File: config.mk
export PLATFORM = sky130hd
export DESIGN_NAME = recv_ingress_pacer
export DESIGN_NICKNAME = d
export VERILOG_FILES = /design/src/rtl/recv_pkg.sv /design/src/rtl/recv_pkt_fifo.sv /design/src/rtl/recv_ingress_pacer.sv
export SDC_FILE = /design/constraint.sdc
export NUM_CORES = 2
export LEC_CHECK = 0
export ABC_AREA = 1
export CAP_MARGIN = 20
export CORE_MARGIN = 3
export CORE_UTILIZATION = 48
export DETAILED_ROUTE_END_ITERATION = 8
export PLACE_DENSITY = 0.65
export SETUP_SLACK_MARGIN = 0.05
export SLEW_MARGIN = 20
export SYNTH_ARGS = -nofsm -noshare
export SYNTH_HDL_FRONTEND = slang
export SYNTH_SLANG_ARGS = --single-unit
File: constraint.sdc
create_clock -name nios_clk -period 12.51 [get_ports nios_clk]
set_input_delay 1.251 -clock nios_clk [delete_from_list [all_inputs] [get_ports nios_clk]]
set_output_delay 1.251 -clock nios_clk [all_outputs]
set_load 0.02 [all_outputs]
File: src/rtl/recv_pkg.sv
// recv_pkg: shared router packet layout, matcher result codes and pacer state encoding.
package recv_pkg;
  localparam int PKT_WIDTH = 128;
  localparam int TYPE_MSB  = 127;
  localparam int TYPE_LSB  = 123;
  localparam int MATCH_MSB = 103;
  localparam int MATCH_LSB = 88;
  localparam int DATA_MSB  = 87;
  localparam int DATA_LSB  = 56;
  localparam int SEQ_MSB   = 10;
  localparam logic [4:0]  TYPE_EAGER  = 5'b10000;
  localparam logic [31:0] RES_MATCH   = 32'h52052020;
  localparam logic [31:0] RES_NOMATCH = 32'hdeaddead;
  localparam logic [31:0] RES_ERROR   = 32'haaaadead;
  typedef enum logic {S_IDLE, S_GAP} pace_state_e;
  // Router packets without the top type bit are malformed and never reach the matcher.
  function automatic logic is_wellformed(input logic [PKT_WIDTH-1:0] p);
    return p[TYPE_MSB];
  endfunction
endpackage

File: src/rtl/recv_pkt_fifo.sv
// recv_pkt_fifo: register-array packet FIFO; full/empty come from the level, pointers wrap naturally.
module recv_pkt_fifo #(
  parameter int W   = 128,
  parameter int DL2 = 4
) (
  input  logic           clk,
  input  logic           rst_n,
  input  logic           i_push,
  input  logic [W-1:0]   i_wdata,
  input  logic           i_pop,
  output logic [W-1:0]   o_rdata,
  output logic [DL2:0]   o_level,
  output logic           o_full,
  output logic           o_empty
);
  localparam int DEPTH = 1 << DL2;
  logic [W-1:0]   r_mem [DEPTH];
  logic [DL2-1:0] r_wr;
  logic [DL2-1:0] r_rd;
  logic [DL2:0]   r_level;
  always_ff @(posedge clk)
    if (i_push) r_mem[r_wr] <= i_wdata;
  always_ff @(posedge clk or negedge rst_n)
    if (!rst_n) begin
      r_wr    <= '0;
      r_rd    <= '0;
      r_level <= '0;
    end else begin
      if (i_push) r_wr <= r_wr + 1'b1;
      if (i_pop) r_rd <= r_rd + 1'b1;
      r_level <= r_level + (DL2+1)'(i_push) - (DL2+1)'(i_pop);
    end
  assign o_rdata = r_mem[r_rd];
  assign o_level = r_level;
  assign o_full  = r_level == (DL2+1)'(DEPTH);
  assign o_empty = r_level == '0;
endmodule

File: src/rtl/recv_ingress_pacer.sv
// recv_ingress_pacer: filters and buffers router packets, re-issuing them to the matcher
// as single-cycle pulses at least MIN_SPACING cycles apart, with saturating statistics.
module recv_ingress_pacer #(
  parameter int PKT_WIDTH   = recv_pkg::PKT_WIDTH,
  parameter int DEPTH_LOG2  = 4,
  parameter int MIN_SPACING = 4,
  parameter int STAT_WIDTH  = 16
) (
  input  logic                  nios_clk,
  input  logic                  reset_n,
  input  logic [PKT_WIDTH-1:0]  packet_in,
  input  logic                  packet_in_valid,
  input  logic                  hold,
  input  logic                  clear_stats,
  output logic [PKT_WIDTH-1:0]  packet_out,
  output logic                  packet_out_valid,
  output logic [DEPTH_LOG2:0]   fifo_level,
  output logic                  overflow,
  output logic [STAT_WIDTH-1:0] drop_count,
  output logic [STAT_WIDTH-1:0] malformed_count,
  output logic [STAT_WIDTH-1:0] issued_count
);
  import recv_pkg::*;
  localparam int GW = $clog2(MIN_SPACING);
  pace_state_e r_state, w_next;
  logic [GW-1:0]         r_gap;
  logic [PKT_WIDTH-1:0]  r_out;
  logic                  r_valid;
  logic                  r_ovf;
  logic [STAT_WIDTH-1:0] r_drop, r_malf, r_iss;
  logic [PKT_WIDTH-1:0]  w_head;
  logic                  w_full, w_empty, w_pop, w_push, w_drop, w_malf, w_good;
  assign w_good = packet_in_valid & is_wellformed(packet_in);
  assign w_malf = packet_in_valid & ~is_wellformed(packet_in);
  // A pop in the same cycle frees the slot, so a full FIFO still accepts.
  assign w_push = w_good & (~w_full | w_pop);
  assign w_drop = w_good & w_full & ~w_pop;
  recv_pkt_fifo #(.W(PKT_WIDTH), .DL2(DEPTH_LOG2)) u_fifo (
    .clk     (nios_clk),
    .rst_n   (reset_n),
    .i_push  (w_push),
    .i_wdata (packet_in),
    .i_pop   (w_pop),
    .o_rdata (w_head),
    .o_level (fifo_level),
    .o_full  (w_full),
    .o_empty (w_empty)
  );
  always_ff @(posedge nios_clk or negedge reset_n)
    if (!reset_n) r_state <= S_IDLE;
    else r_state <= w_next;
  always_comb
    w_next = (r_state == S_IDLE) ? (w_pop ? S_GAP : S_IDLE)
                                 : ((r_gap == GW'(1)) ? S_IDLE : S_GAP);
  always_comb
    w_pop = (r_state == S_IDLE) & ~w_empty & ~hold;
  always_ff @(posedge nios_clk or negedge reset_n)
    if (!reset_n) begin
      r_gap   <= '0;
      r_out   <= '0;
      r_valid <= 1'b0;
    end else begin
      r_valid <= w_pop;
      if (w_pop) begin
        r_out <= w_head;
        r_gap <= GW'(MIN_SPACING - 1);
      end else if (r_state == S_GAP) begin
        r_gap <= r_gap - 1'b1;
      end
    end
  // Clear takes priority over any event landing in the same cycle.
  always_ff @(posedge nios_clk or negedge reset_n)
    if (!reset_n) begin
      r_drop <= '0;
      r_malf <= '0;
      r_iss  <= '0;
      r_ovf  <= 1'b0;
    end else if (clear_stats) begin
      r_drop <= '0;
      r_malf <= '0;
      r_iss  <= '0;
      r_ovf  <= 1'b0;
    end else begin
      if (w_drop && !(&r_drop)) r_drop <= r_drop + 1'b1;
      if (w_malf && !(&r_malf)) r_malf <= r_malf + 1'b1;
      if (w_pop && !(&r_iss)) r_iss <= r_iss + 1'b1;
      if (w_drop) r_ovf <= 1'b1;
    end
  assign packet_out       = r_out;
  assign packet_out_valid = r_valid;
  assign overflow         = r_ovf;
  assign drop_count       = r_drop;
  assign malformed_count  = r_malf;
  assign issued_count     = r_iss;
endmodule

==> impl_metrics.json <==
{
  "status": "finished, final reports clean",
  "grt_overflow": 0,
  "grt_max_degree": 246,
  "clk_pin_slew_worst_paths_ns": 0.06,
  "grt_pass1_vias": 55702,
  "ctsHoldBuffers": 0,
  "cts_tree": "done",
  "crit_type": "primary input to flip-flop",
  "hpwl_um": 115000,
  "rows": 157,
  "cp-start-kind": "primary input",
  "fin_nets": 7812,
  "synth_nets": 7659,
  "place_worst_setup_slack_ns": 6.91,
  "final_cell_mix": "nand2_1, edfxtp_1, nand3_1",
  "grt_usage_pct": 24.1,
  "clock_latency_ns": 0.87,
  "fillCellCount": 15229,
  "fmax_mhz": 212,
  "p_per_area_nw_per_um2": 227,
  "cts-root-buf": "clkbuf_16",
  "core_region_area_um2": 184000,
  "fp.dieArea_um2": 192000,
  "drt_wl_total_um": 235000,
  "crit_path_max_fanout": 37,
  "cts_buffer_depth": 3,
  "period_needed_ns": 4.71,
  "grt.busiest_layer": "met2",
  "drcViolationCount": 0,
  "ios": 316,
  "vias": 58266,
  "ys_seq_area_share_pct": 74.2,
  "synth-edff-count": 2048,
  "use_met1_pct": 33.0,
  "hold_violations": 0,
  "worst_pin_slew_ns": 1.24,
  "synth_area_um2": 89500,
  "postCtsSetupBuffers": 0,
  "p_total_mw": 23.2,
  "slew_headroom_pct": 17.6,
  "finalSetupTns_ns": 0,
  "wl_per_cell_um": 22.7,
  "grt_pass1_wl_um": 353000,
  "vias_per_cell": 5.64,
  "die_w_um": 438,
  "fin_worst_skew_ns": 0.0546,
  "met3_usage_pct": 3.42,
  "cts_buffers": 222,
  "multi_input_area_um2": 20700,
  "synth.avg_cell_area_um2": 11.9,
  "use_met2_pct": 39.9,
  "drt-initial-drc-count": 6275,
  "worstPathArrival_ns": 5.19,
  "syn2layout_area_growth_pct": 14.1,
  "h-tree-depth": 4,
  "p_leak_nw": 37.1,
  "fin_crit_sh_pct": 37.6,
  "drtPass1Iterations": 6,
  "rsz0062_at_grt": "false",
  "ys_ff_latch": 2242,
  "antenna_found_initial": 26,
  "required_ns": 12.99,
  "setup_slack_ns": 7.80,
  "synth_top_area_cell": "edfxtp_1",
  "synth_top_area_share_pct": 68.7,
  "start_util_pct": 48.6,
  "final_core_util_pct": 55.4,
  "placed_cells_incl_taps": 9899,
  "yosysWarnings": 0,
  "final_common_cell": "nand2_1",
  "final-seq-area_um2": 66400,
  "end_kind": "flip-flop",
  "portBuffers": 315,
  "drive_above_1_share_pct": 5.84,
  "ctsResizeCount": 0,
  "layout.cells.non_filler": 10338,
  "synthFlopType": "edfxtp_1",
  "setup_viol": 0,
  "synth_cell_type_count": 34,
  "die_y_um": 438,
  "peakVddDrop_mv": 0.238,
  "async_reset_ff_share_pct": 8.65,
  "synthCells": 7510,
  "cts.sinks": 2242,
  "min-delay-path-class": "primary input to async pin",
  "gp_congestion": 0.798,
  "drv_cap": 0,
  "ant_nets": 0,
  "ys_top_cells_by_area": "edfxtp_1, nand2_1, nand3_1",
  "maxSlewViolCount": 0
}
-- area by class of cell --
cell class	count	area share (%)
Clock buffer	306	6.05
Multi-Input combinational cell	4751	20.3
Inverter	52	0.234
Antenna cell	13	0.0319
Timing Repair Buffer	394	3.97
Clock inverter	116	1.34
Sequential cell	2242	65.0
Tap cell	2464	3.02
-- cells in the mapped netlist, types with 2 or more instances --
master and number:
nand2_1 2728, edfxtp_1 2048, nand3_1 1812, buf_2 296
dfrtp_1 194, clkbuf_1 89, nor2_1 61, buf_1 46
inv_1 45, nand4_1 28, buf_4 24, xor2_1 23
ha_1 15, a21oi_1 14, nor3_1 13, o21ai_1 13
buf_6 10, o21ai_0 9, nor2_2 8, o21bai_1 8
inv_2 5, xnor2_1 5, or2_2 3, nand2_2 2
nor2_4 2
-- power by group --
| group | total, mW | switching (mW) | internal [mW] |
|---|---|---|---|
| logic | 7.17 | 5.06 | 2.11 |
| clock network | 6.80 | 2.83 | 3.97 |
| registers | 9.18 | 0.422 | 8.76 |
-- worst paths after layout --
kind,to,cells past startpoint,slack (ns),from
max reg2reg,packet_out[16],11,8.02,u_fifo.r_rd[0]
min reg2reg,packet_out[48],2,0.48,packet_out[48]
min,packet_out[108],1,0.36,reset_n
min in group nios_clk,packet_out[48],2,0.48,packet_out[48]
max in group asynchronous,u_fifo.r_rd[0],2,10.68,reset_n
max,u_fifo.r_mem[15][110],10,7.80,packet_in[127]
-- layer usage --
layer	share of wire, %	vias up
li1	-	26662
met1	41	28836
met2	49	2389
met3	7.1	367
met4	2.7	12
met5	0.028	-
-- state kept, by name (all words and copies together), names as in the netlist --
| register | cells |
|---|---|
| drop_count | 16 |
| issued_count | 16 |
| malformed_count | 16 |
| overflow | 1 |
| packet_out | 128 |
| packet_out_valid | 1 |
| r_gap | 2 |
| r_state | 1 |
| u_fifo.o_level | 5 |
| u_fifo.r_mem | 2048 |
| u_fifo.r_rd | 4 |
| u_fifo.r_wr | 4 |
-- kinds of logic (layout without fill, tap and decap cells) --
group / count (synthesis) / count (layout) / share of synthesized area, %
xor+xnor: 28 / 28 / 0.274
flops: 2242 / 2242 / 74.2
buf+inv: 517 / 868 / 2.77
simple gates: 4660 / 4660 / 22.3
compound gates: 47 / 47 / 0.294
other cells: 0 / 13 / 0
fa+ha+maj: 16 / 16 / 0.232
-- critical path, stage by stage --
cell and delay (ns):
clkdlybuf4s50_1 0.88, nand2_1 0.16, inv_1 0.14, nand2_1 0.07
buf_4 0.22, nor2_1 0.18, nand2_1 0.17, nor2_4 0.76
buf_4 0.57, buf_4 0.69
-- metrics by stage --
stage / area (um^2) / hold slack (ns)
finish: 102000 / 0.361
global route: 102000 / 0.383
CTS: 102000 / 0.343
detailed placement: 94400 / 0.464
global placement: 94400 / 0.470
floorplan: 89500 / 0.485
Note: power is estimated with default switching activity, not from simulation.
